**config.mk**
```make
export PLATFORM = sky130hd
export DESIGN_NAME = soc_top_pmux
export DESIGN_NICKNAME = d
export VERILOG_FILES = /design/src/rtl/soc_top_pmux_pkg.sv /design/src/rtl/soc_cpu.sv /design/src/rtl/soc_timer.sv /design/src/rtl/soc_top_pmux.sv
export SDC_FILE = /design/constraint.sdc
export NUM_CORES = 1
export LEC_CHECK = 0
export ABC_AREA = 1
export BUFFER_PORTS_ARGS = -buffer_cell sky130_fd_sc_hd__buf_4
export CORE_MARGIN = 4
export CORE_UTILIZATION = 57
export CTS_CLUSTER_SIZE = 20
export DETAILED_ROUTE_END_ITERATION = 8
export GPL_TIMING_DRIVEN = 1
export PLACE_DENSITY_LB_ADDON = 0.12
export SYNTH_ARGS = -nofsm -noshare
export SYNTH_HDL_FRONTEND = slang
export SYNTH_SLANG_ARGS = --single-unit
```
**constraint.sdc**
```tcl
create_clock -name clk -period 1.5 [get_ports clk]
set_input_delay 0.075 -clock clk [delete_from_list [all_inputs] [get_ports clk]]
set_output_delay 0.075 -clock clk [all_outputs]
set_load 0.05 [all_outputs]
```
**src/rtl/soc_top_pmux_pkg.sv**
```systemverilog
// Shared constants for the pmux SoC: opcodes, timer register indices and control-register fields.
package soc_top_pmux_pkg;

  typedef enum logic [3:0] {
    OP_NOP = 4'h0,
    OP_TWR = 4'h1,
    OP_PWR = 4'h2,
    OP_JMP = 4'h3
  } opcode_e;

  localparam logic [1:0] REG_SCR = 2'd0;
  localparam logic [1:0] REG_CMP = 2'd1;
  localparam logic [1:0] REG_CTL = 2'd2;
  localparam logic [1:0] REG_PER = 2'd3;

  localparam int         CTL_EN    = 7;
  // Reserved CTL bits 6:4 are forced to zero on write so they always read back 0.
  localparam logic [7:0] CTL_WMASK = 8'h8F;

endpackage

```
**src/rtl/soc_cpu.sv**
```systemverilog
// Tiny CPU: program counter, instruction decode, jump squash and the port data latch.
module soc_cpu
  import soc_top_pmux_pkg::*;
(
  input  logic        clk,
  input  logic        rst,
  input  logic [15:0] ins,
  output logic [6:0]  pc,
  output logic [3:0]  pdat,
  output logic        twr_en,
  output logic [1:0]  twr_idx,
  output logic [7:0]  twr_data
);

  logic    squash;
  opcode_e op;

  assign op = opcode_e'(ins[15:12]);

  always_comb begin
    twr_en   = !squash && (op == OP_TWR);
    twr_idx  = ins[9:8];
    twr_data = ins[7:0];
  end

  // The word fetched during a taken jump belongs to the old stream and is dropped.
  always_ff @(posedge clk or posedge rst) begin
    if (rst) begin
      pc     <= '0;
      pdat   <= '0;
      squash <= 1'b0;
    end else begin
      pc     <= pc + 7'd1;
      squash <= 1'b0;
      if (!squash) begin
        case (op)
          OP_PWR: pdat <= ins[3:0];
          OP_JMP: begin
            pc     <= ins[6:0];
            squash <= 1'b1;
          end
          default: ;
        endcase
      end
    end
  end

endmodule

```
**src/rtl/soc_timer.sv**
```systemverilog
// 8-bit timer with scratch/compare/control/period registers, registered overflow and combinational compare event.
module soc_timer
  import soc_top_pmux_pkg::*;
(
  input  logic       clk,
  input  logic       rst,
  input  logic       wr_en,
  input  logic [1:0] wr_idx,
  input  logic [7:0] wr_data,
  output logic [7:0] ctl,
  output logic       ov,
  output logic       pwm
);

  logic [7:0] tmr_reg [4];
  logic [7:0] cnt;

  assign ctl = tmr_reg[REG_CTL];
  assign pwm = (cnt == tmr_reg[REG_CMP]);

  always_ff @(posedge clk or posedge rst) begin
    if (rst) begin
      for (int i = 0; i < 4; i++) tmr_reg[i] <= '0;
    end else if (wr_en) begin
      tmr_reg[wr_idx] <= (wr_idx == REG_CTL) ? (wr_data & CTL_WMASK) : wr_data;
    end
  end

  // Wrap at PER takes priority over enable, so a disabled counter sitting on PER still clears.
  always_ff @(posedge clk or posedge rst) begin
    if (rst) begin
      cnt <= '0;
      ov  <= 1'b0;
    end else begin
      ov <= (cnt == tmr_reg[REG_PER]);
      if (cnt == tmr_reg[REG_PER])
        cnt <= '0;
      else if (tmr_reg[REG_CTL][CTL_EN])
        cnt <= cnt + 8'd1;
    end
  end

endmodule

```
**src/rtl/soc_top_pmux.sv**
```systemverilog
// SoC top: CPU fetching from external memory, timer, and the pin mux driving porta.
module soc_top_pmux
  import soc_top_pmux_pkg::*;
(
  input  logic        clk,
  input  logic        rst,
  input  logic [15:0] ins_out,
  output logic [6:0]  pc,
  output logic [3:0]  porta
);

  logic [3:0] pdat;
  logic       twr_en;
  logic [1:0] twr_idx;
  logic [7:0] twr_data;
  logic [7:0] ctl;
  logic       ov;
  logic       pwm;

  soc_cpu cpu (
    .clk      (clk),
    .rst      (rst),
    .ins      (ins_out),
    .pc       (pc),
    .pdat     (pdat),
    .twr_en   (twr_en),
    .twr_idx  (twr_idx),
    .twr_data (twr_data)
  );

  soc_timer timer (
    .clk     (clk),
    .rst     (rst),
    .wr_en   (twr_en),
    .wr_idx  (twr_idx),
    .wr_data (twr_data),
    .ctl     (ctl),
    .ov      (ov),
    .pwm     (pwm)
  );

  // A pin claimed by either event select shows the OR of its events; otherwise it shows the port latch.
  always_comb begin
    porta = '0;
    for (int i = 0; i < 4; i++) begin
      if (ctl[1:0] == 2'(i) || ctl[3:2] == 2'(i))
        porta[i] = ((ctl[1:0] == 2'(i)) && ov) || ((ctl[3:2] == 2'(i)) && pwm);
      else
        porta[i] = pdat[i];
    end
  end

endmodule

```
Word level (Yosys, flattened, before mapping):

Cells that the tools add are included.

* flip-flop bits (word level): 53
* output and inout bits: 11
* input bits: 18
* word-level logic and storage cells: 64

* muxes and demuxes: 14
* magnitude comparators: 2
* bitwise gates (word level): 2
* equality and inequality tests: 12
* reduce and logical (&&, ||, !) cells: 23
* add/sub/neg operators: 2

Operators by type and width (number)
* bitwise mux 32 bit: 1
* two-way mux 8 bit: 3
* two-way mux 7 bit: 3
* demux 8 bit (select 2 bit): 1
* == test 8 bit: 2
* == test 2 bit, second input constant: 5
* logical AND 1 bit: 10
* adder 8 x 1 -> 8 bit, second input constant: 1
* == test 4 x 2 -> 1 bit, second input constant: 2
* logical OR 1 bit: 8
* adder 7 x 1 -> 7 bit, second input constant: 1
* two-way mux 1 bit: 6
* == test 2 x 1 -> 1 bit, second input constant: 2
* == test 4 x 1 -> 1 bit, second input constant: 1
* zero test 2 bit: 2
* greater-or-equal comparator 3 bit, second input constant: 1
* less-than comparator 3 x 1 -> 1 bit, second input constant: 1
* NOT 2 -> 3 bit: 1
* AND reduction 2 bit: 1
* nonzero test 2 bit: 1
* zero test 1 bit: 1
* NOT 1 bit: 1

Logic depth before layout (Yosys ltp):

Gate-level depths: netlist of the first run.

* depth in word-level cells: 6
* mapped depth: 9
* mapped depth without buffers: 8

Hierarchy:

Synthesis of the first run repeated with hierarchy kept, for this count alone.

* cells, all modules: 306
* area total of the unflattened synthesis: 2437.3 µm²

Modules (own cells, without submodules)
* soc_timer: area an instance 1642.8 µm², cells each 197, seq. area each 825.8 µm², times used 1
* soc_cpu: area an instance 658.1 µm², cells each 78, seq. area each 300.3 µm², times used 1
* soc_top_pmux: area an instance 136.4 µm², cells each 31, seq. area each 0.0 µm², times used 1

Worst setup path before layout of the first run:

No wires, ideal clock.

* path type: register to register
* start point: register cpu.pc[0]
* end point: register cpu.pc[6]
* required time: 1.379 ns
* library setup time: 0.121 ns
* path buffers: 0
* period minus slack after synthesis: 1.495 ns
* path slack: 0.005 ns
* data arrival time: 1.373 ns
* cell stages (with the launch flop): 7
* cell sequence: dfrtp_1 > ha_1 > nand3_1 > nor2_1 > nand3_1 > nand3_1 > o21ai_1

* cells in the longest elaborated chain, start to end: 3

Ends and longest elaborated chain
* from (decl): RTL line soc_cpu.sv:8 `output logic [6:0] pc,`
* from (signal assigned): RTL line soc_cpu.sv:33 `pc <= pc + 7'd1;`
* from (signal assigned): RTL line soc_cpu.sv:39 `pc <= ins[6:0];`
* adder 7 x 1 -> 7 bit *: RTL line soc_cpu.sv:33
* two-way mux 7 bit: RTL line soc_cpu.sv:36 `case (op)`
* two-way mux 7 bit *: RTL line soc_cpu.sv:35 `if (!squash) begin`

Every way passes the cells marked *; elsewhere a longest branch is shown, timed or not.
A chain may end at the register's enable or synchronous reset.

Worst setup path after layout of the first run:

* start point: register timer.tmr_reg[21] in the netlist's numbering
* end point: output port porta[3]

* cells in the longest elaborated chain, start to end: 4

Ends and longest elaborated chain
* from (decl): RTL line soc_timer.sv:15 `logic [7:0] tmr_reg [4];`
* from (signal, indexed assignment): RTL line soc_timer.sv:25 `tmr_reg[wr_idx] <= (wr_idx == REG_CTL) ? (wr_data & CTL_WMASK) : wr_data;`
* == test 8 bit: RTL line soc_timer.sv:19 `assign pwm = (cnt == tmr_reg[REG_CMP]);`
* logical AND 1 bit: RTL line soc_top_pmux.sv:47 `porta[i] = ((ctl[1:0] == 2'(i)) && ov) || ((ctl[3:2] == 2'(i)) && pwm);`
* logical OR 1 bit: RTL line soc_top_pmux.sv:47
* two-way mux 1 bit: RTL line soc_top_pmux.sv:46 `if (ctl[1:0] == 2'(i) || ctl[3:2] == 2'(i))`
* to (decl): RTL line soc_top_pmux.sv:9 `output logic [3:0] porta`

No other way between the ends.

==> results.toml, run 1 <==
[global_routing]
grt_max_degree = 43
grt_usage_pct = 20.6
grt_first_pass_wirelength_um = 8110
gr-total-overflow = 0
first_global_vias = 1798
grt_antenna_before_repair = 0

[timing]
setup_viol_count_final = 4
clock_skew_ns = 0.00361
finalCritPeriodShare_pct = 104
finalHoldViolCount = 0
rsz0062_at_grt = "true"
slew_viol_final = 0
worst_pin_slew_ns = 0.526
slew_headroom_pct = 64.9
fin_ws_ns = -0.0660
final.min_clock_period_ns = 1.57
fmax_ghz = 0.639

[clocking]
cts_root_buf = "clkbuf_8"
clk_path_buf_depth = 2
htree_levels = 2
clock_latency_ns = 0.28
cts_buffers = 5
clk_pin_slew_ns = 0.07
cts_sinks = 42
cts_tree = "done"

[setup_path]
cp_common_cell = "nand2_1"
cp.required_ns = 1.42
crit_slowest_cell = "dfrtp_1"
critPathTopFamily = "simple AND/OR/NAND/NOR gates"
cp_cell_sequence = "xnor2_1 > nand2_1 > nor2_4 > nand3b_1 > nand2_1 > buf_6"
slowest_delay_ns = 0.39
startpoint = "timer.tmr_reg[21]"
end_kind = "primary output"
crit_buf_inv = 1
rr_startpoint = "timer.cnt[0]"
crit_path_start_kind = "flip-flop"
crit_arrival_ns = 1.49
worstSetupPathType = "flip-flop to primary output"
cp_max_fo = 4

[detailed_routing]
routed_via_density = 5.12
ant_nets = 0
routedWlPerCell_um = 13.0
wirelength_um = 4790
drc = 0
first_pass_iters = 4
vias = 1890
drt_first_iter_violations = 99

[logic_synthesis]
syn_nets = 299
synth_area_leaders = "dfrtp_1, nand2_1, inv_1"
synth_area_per_cell_sq_um = 7.98
ys_warn_count = 0
ys_seq_elements = 42
synth_area_sq_mm = 0.00223
synth_top_cell_by_area = "dfrtp_1"
synth_top_area_share_pct = 47.2
yosysUniqueCellTypes = 23
yosysSeqAreaShare_pct = 47.2
synthCells = 279

[placed_design]
dp.cells = 351
port_buffers = 26
gp_congestion = 0.872
hpwl_um = 3270
placed_cell_area_sq_mm = 0.00247

[power]
power_density_mw_per_mm2 = 1780
vdd_drop_max_mv = 1.05
leakage_nw = 1.40

[run_status]
status = "complete, but fails checks"
failed_checks = "setup timing"

[finish]
fin_area_sq_mm = 0.00271
layout.cells.non_filler = 369
largest_reg_flops = 16
final_nets = 342
drive_gt1_share_pct = 23.7
area_growth_syn_to_layout_pct = 21.9
diodes = 0
fillCellCount = 293

[floorplanning]
die_w_um = 70.5
io_pins = 29
die_h_um = 70.5
fp-row-count = 22
start_util_pct = 59.9
core_region_area_sq_mm = 0.00372
die_area_sq_mm = 0.00497

[hold_path]
hold_path.class = "input pin to flip-flop"
min-delay-start = "ins_out[5]"

[job]
drv_cap = 0
[worst paths after layout]
path	to	slack, ns	cells past startpoint
setup / recovery	porta[3]	-0.07	6
min in group asynchronous	timer.tmr_reg[1]	0.47	4
setup reg to reg	timer.cnt[6]	0.06	8
hold reg to reg	cpu.pdat[0]	0.49	2
hold / removal	timer.tmr_reg[5]	0.009	3
max in group asynchronous	timer.cnt[3]	0.64	4
[cells in the mapped netlist, drive strengths merged]
library cell / instances
nor2: 25
nor3: 3
dfrtp: 42
buf: 6
nand3b: 2
and3: 1
nand4: 3
ha: 2
inv: 40
xor2: 4
xnor2: 12
a21oi: 2
nand3: 15
nand2: 85
o21ai: 37
[cell usage in the layout, fill, tap and decap left out, types with 6 or more instances in the layout]
master,count
buf_4,36
clkbuf_8,6
dfrtp_1,39
inv_1,37
nand2_1,81
nand3_1,14
nor2_1,21
o21ai_0,22
o21ai_1,7
o21ai_2,8
xnor2_1,10
[layout make-up]
class / count / area (sq um) / area share [%]
flip-flops and latches: 42 / 1050 / 38.9
multi-input cells: 191 / 1030 / 37.9
inverters: 40 / 153 / 5.62
clock buffers: 6 / 82.6 / 3.04
well taps: 48 / 60.1 / 2.21
repair buffers: 42 / 337 / 12.4
[through the flow]
stage | hold slack [ns] | setup WS [ns] | util [%] | setup TNS, ns | power [mW]
after floorplan | 0.184 | 0.00539 | - | 0 | 3.22
after global placement | 0.246 | 0.155 | 66.4 | 0 | 3.68
after detailed placement | 0.246 | 0.120 | 66.4 | 0 | 3.72
after CTS | 0.0139 | -0.0211 | 72.1 | -0.0642 | 4.72
after global routing | 0.0242 | -0.133 | 73.0 | -0.513 | 5.17
final | 0.00906 | -0.0660 | 73.0 | -0.241 | 4.83
[report_power, final]
part	internal (mW)	total, mW	switching (mW)
Sequential	1.47	1.78	0.311
Clock	0.355	0.706	0.351
Combinational	0.968	2.34	1.37
[kinds of logic after synthesis]
| family | after synthesis | synth area share, % |
|---|---|---|
| and+or+nand+nor | 134 | 26.6 |
| buffers and inverters | 46 | 8.66 |
| DFF | 42 | 47.2 |
| AOI/OAI and AO/OA | 39 | 10.1 |
| xor gates and xnor gates | 16 | 6.30 |
| adders and majority gates | 2 | 1.12 |
[routing by layer]
layer / share of wire, % / up-vias / track usage (%)
met5: 0 / - / 0
met4: 1.6 / 0 / 6.38
met3: 4.2 / 9 / 3.74
met2: 51 / 37 / 34.9
met1: 44 / 893 / 26.8
li1: - / 951 / -
[timing repair]
item / in CTS / in global routing
hold buffers: 1 / 0
endpoints found under the setup margin: 4 / 11
setup buffers: 10 / 1
gates cloned: 0 / 0
hold endpoints to repair: 42 / 0
resized for setup: 13 / 9
pin swaps: 5 / 5
[worst min-delay path, cell delays in order]
cell and delay, ns:
buf_4 0.08, nand2_1 0.04, o21ai_0 0.06
(Power assumes the default switching activity.)
==> run 2: changes to the inputs <==
CORE_UTILIZATION = 58   (was 57)
SYNTH_HIERARCHICAL = 1   (was default)
==> results.toml, run 2 <==
[finish]
final_cell_mix = "nand2_1, dfrtp_1, buf_4"
final_util_pct = 72.8
final_common_cell = "nand2_1"
final_nets = 340
largest_reg_flops = 16
drive_gt1_share_pct = 24.0
diodes = 0
area_growth_syn_to_layout_pct = 18.2

[hold_path]
min-delay-start = "ins_out[4]"
hold_path.class = "input pin to flip-flop"

[timing]
finalSetupTns_ns = -1.09
fin_ws_ns = -0.303
final.min_clock_period_ns = 1.80
rsz0062_at_grt = "true"
setup_viol_count_final = 4
clock_skew_ns = 0.0126
worst_pin_slew_ns = 0.453
slew_viol_final = 0
finalCritPeriodShare_pct = 120
slew_headroom_pct = 69.8
finalHoldViolCount = 0
fmax_ghz = 0.555

[setup_path]
end_kind = "primary output"
crit_path_start_kind = "flip-flop"
cp_cell_sequence = "inv_2 > or2_0 > nand4_1 > nor3_2 > buf_4 > nand2_1 > nand2_1 > inv_1 > nand2_2 > buf_8"
startpoint = "timer/cnt[0]"
cp.required_ns = 1.42
cp_common_cell = "nand2_1"
crit_slowest_cell = "dfrtp_1"
critPathTopFamily = "simple AND/OR/NAND/NOR gates"
rrSetupSlack_ns = 0.07
crit_arrival_ns = 1.73
cp_max_fo = 4
rr_startpoint = "timer/cnt[1]"
crit_buf_inv = 4
slowest_delay_ns = 0.40
worstSetupPathType = "flip-flop to primary output"

[floorplanning]
die_area_sq_mm = 0.00505
die_w_um = 71.1
die_h_um = 71.1
core_region_area_sq_mm = 0.00374
start_util_pct = 61.6
fp-row-count = 22
io_pins = 29

[detailed_routing]
drt_first_iter_violations = 118
drc = 0
vias = 1874
routed_via_density = 5.08
wirelength_um = 4570
ant_nets = 0
first_pass_iters = 4
routedWlPerCell_um = 12.4

[clocking]
clk_path_buf_depth = 2
clk_pin_slew_ns = 0.09
cts_sinks = 42
cts_root_buf = "clkbuf_8"
clock_latency_ns = 0.30
htree_levels = 2
cts_buffers = 5
cts_tree = "done"

[job]
drv_cap = 0

[global_routing]
grt_antenna_before_repair = 0
grt_first_pass_wirelength_um = 8030
gr-total-overflow = 0
first_global_vias = 1810
grt_usage_pct = 20.0
grt_max_degree = 31

[logic_synthesis]
synthCells = 292
synth_area_per_cell_sq_um = 7.90
ys_warn_count = 6
synth_area_sq_mm = 0.00231
syn_nets = 312

[placed_design]
hpwl_um = 3320
port_buffers = 26
gp_congestion = 0.780

[power]
leakage_nw = 1.40
vdd_drop_max_mv = 1.51
power_density_mw_per_mm2 = 1570

[run_status]
failed_checks = "setup timing"
status = "complete, but fails checks"
## run 2: worst register-to-register path, cell delays in order (launching register included)
cell     delay (ns)
dfrtp_1        0.42
buf_4          0.14
buf_4          0.13
ha_1           0.18
nand2_2        0.08
inv_2          0.04
nand4_2        0.07
nor2_1         0.05
nand2_1        0.05
nand2_1        0.05
nor2_1         0.12
## run 2: final timing paths
check                      depth (start not counted)      endpoint
min in group asynchronous                          3   cpu/pdat[0]
max reg2reg                                       10  timer/cnt[6]
min reg2reg                                        2   cpu/pdat[3]
max in group asynchronous                          4  timer/cnt[7]
min                                                3     cpu/pc[4]
max                                               10      porta[0]
## run 2: routing by layer
metal  vias to the layer above  GRT usage, %  routed length [um]
met4                         0          7.52                  92
met1                       865          26.3                2100
met3                        10          3.98                 192
met5                         -             0                   0
met2                        48          32.6                2190
li1                        951             -                   -
## run 2: area by class of cell
class	count	area, sq um
inverter	41	159
timing repair buffer	42	348
clock inverter	3	40.0
multi-input combinational	188	1000
fill	304	1020
tap	48	60.1
sequential	42	1050
clock buffer	5	68.8
## run 2: metrics by stage
stage | hold slack, ns | instance area, sq um | power (mW) | setup WS (ns) | instances
floorplan | -0.0603 | 2320 | 2.86 | 0.0404 | 292
global placement | 0.132 | 2520 | 3.26 | -0.0360 | 356
detailed placement | 0.130 | 2520 | 3.29 | -0.0863 | 356
CTS | 0.00293 | 2690 | 4.25 | -0.327 | 368
global route | 0.0306 | 2730 | 4.60 | -0.409 | 369
finish | 0.00406 | 2730 | 4.29 | -0.303 | 369
## run 2: power breakdown
group | internal, mW | switching (mW) | leakage (nW)
Combinational | 0.699 | 1.06 | 0.799
Sequential | 1.39 | 0.255 | 0.541
Clock | 0.490 | 0.391 | 0.0579
## run 2: timing repair
action	4_1_cts	5_1_grt
pin swaps	7	5
cloned	0	0
hold buffers	1	0
setup buffers	3	3
gates resized for setup	8	8
setup endpoints to repair	4	11
endpoints found under the hold margin	42	0
==> run 3: changes to the inputs <==
TNS_END_PERCENT = 30   (was default)
==> results.toml, run 3 (synthesis gave the netlist of run 2 again) <==
[floorplanning]
fp-row-count = 22
die_w_um = 71.1
core_region_area_sq_mm = 0.00374
io_pins = 29
start_util_pct = 61.6
die_h_um = 71.1
die_area_sq_mm = 0.00505

[finish]
fillCellCount = 328
diodes = 0
area_growth_syn_to_layout_pct = 16.1
largest_reg_flops = 16
multi_input_area_sq_um = 990
final_nets = 339
fin_area_sq_mm = 0.00268
regArea_sq_mm = 0.00105
final_cell_mix = "nand2_1, dfrtp_1, inv_1"
layout.cells.non_filler = 367
final_common_cell = "nand2_1"
drive_gt1_share_pct = 21.3

[global_routing]
grt_max_degree = 31
grt_antenna_before_repair = 0
first_global_vias = 1803
grt_usage_pct = 20.6
gr-total-overflow = 0
grt_first_pass_wirelength_um = 8060

[placed_design]
gp_congestion = 0.791
dp.cells = 356
placed_cell_area_sq_mm = 0.00250
port_buffers = 26
hpwl_um = 3320

[job]
drv_cap = 0

[timing]
slew_viol_final = 0
finalCritPeriodShare_pct = 120
fmax_ghz = 0.555
finalHoldViolCount = 0
rsz0062_at_grt = "true"
fin_ws_ns = -0.302
clock_skew_ns = 0.00448
final.min_clock_period_ns = 1.80
setup_viol_count_final = 4
slew_headroom_pct = 67.5
worst_pin_slew_ns = 0.487

[detailed_routing]
vias = 1823
routedWlPerCell_um = 12.5
ant_nets = 0
wirelength_um = 4590
drt_first_iter_violations = 120
drc = 0
routed_via_density = 4.97
first_pass_iters = 4

[hold_path]
hold_path.class = "input pin to flip-flop"

[setup_path]
cp_common_cell = "nand2_1"
end_kind = "primary output"
crit_path_start_kind = "flip-flop"
cp.required_ns = 1.42
cp_max_fo = 4
critPathTopFamily = "simple AND/OR/NAND/NOR gates"
crit_slowest_cell = "dfrtp_1"
slowest_delay_ns = 0.41
crit_arrival_ns = 1.73
cp_cell_sequence = "xnor2_2 > nand4_1 > nor3_2 > buf_4 > nand2_1 > nand2_1 > inv_1 > nand2_1 > buf_6"
crit_buf_inv = 3
worstSetupPathType = "flip-flop to primary output"

[power]
power_density_mw_per_mm2 = 1510
vdd_drop_max_mv = 1.32
totalPowerFinal_mw = 4.05
leakage_nw = 1.38

[clocking]
clk_pin_slew_ns = 0.07
htree_levels = 2
clk_path_buf_depth = 2
clock_latency_ns = 0.30
cts_buffers = 5
cts_root_buf = "clkbuf_8"
cts_tree = "done"
cts_sinks = 42

[run_status]
failed_checks = "setup timing"
status = "complete, but fails checks"
[run 3: cell count changes in the layout (fill, tap and decap cells not counted), moves of 2 or more]
cell | previous run | this run
inv_1 | 36 | 38
dlygate4sd3_1 | 1 | 3
inv_2 | 4 | 2
buf_4 | 37 | 34
[run 3: worst register-to-register path: cells and delay by family (launching register included)]
family | cells | cell delay [ns]
flops | 1 | 0.40
simple gates | 4 | 0.39
buf+inv | 2 | 0.28
xor+xnor | 1 | 0.15
[run 3: through the flow]
step,worst slack [ns],setup TNS [ns],hold slack [ns],util (%)
final,-0.302,-1.06,0.0337,71.5
after global routing,-0.423,-1.56,0.0237,71.5
after CTS,-0.349,-1.29,0.0181,70.9
after detailed placement,-0.0752,-0.274,0.124,66.9
after global placement,-0.0473,-0.140,0.128,66.9
after floorplan,-0.105,-0.290,-0.0603,-
[run 3: what timing repair did]
action | in CTS | in global routing
hold buffers | 3 | 0
resized for setup | 7 | 5
pin swaps | 5 | 2
setup buffers | 1 | 0
endpoints found under the setup margin | 4 | 4
hold endpoints to repair | 44 | 0
[run 3: power by group]
part	switching (mW)	internal [mW]
logic	1.06	0.665
registers	0.247	1.39
clock network	0.374	0.312
[run 3: metal layers]
metal / GRT usage [%] / vias to the layer above / wire [um]
li1: - / 951 / -
met1: 25.9 / 847 / 2140
met2: 34.6 / 18 / 2250
met3: 5.11 / 7 / 118
met4: 6.89 / 0 / 75
met5: 0 / - / 0
[run 3: path summary, 6_finish.rpt]
path	slack [ns]	end	start	cells past startpoint
worst max-delay path	-0.30	porta[0]	timer/cnt[6]	9
worst min-delay path	0.03	cpu/pc[0]	ins_out[0]	3
worst max register to register	0.17	timer/cnt[6]	timer/cnt[2]	7
worst min register to register	0.50	cpu/pdat[1]	cpu/pdat[1]	2
max in group asynchronous	0.79	timer/tmr_reg[21]	rst	4
min in group asynchronous	0.37	cpu/pdat[3]	rst	3
[run 3: area by class of cell]
| type | count | area share, % |
|---|---|---|
| flip-flops and latches | 42 | 39.3 |
| multi-input cells | 188 | 37.0 |
| repair buffers | 41 | 12.8 |
| inverters | 41 | 5.84 |
| clock buffers | 5 | 2.57 |
| well taps | 48 | 2.24 |
| clock inverters | 2 | 0.374 |
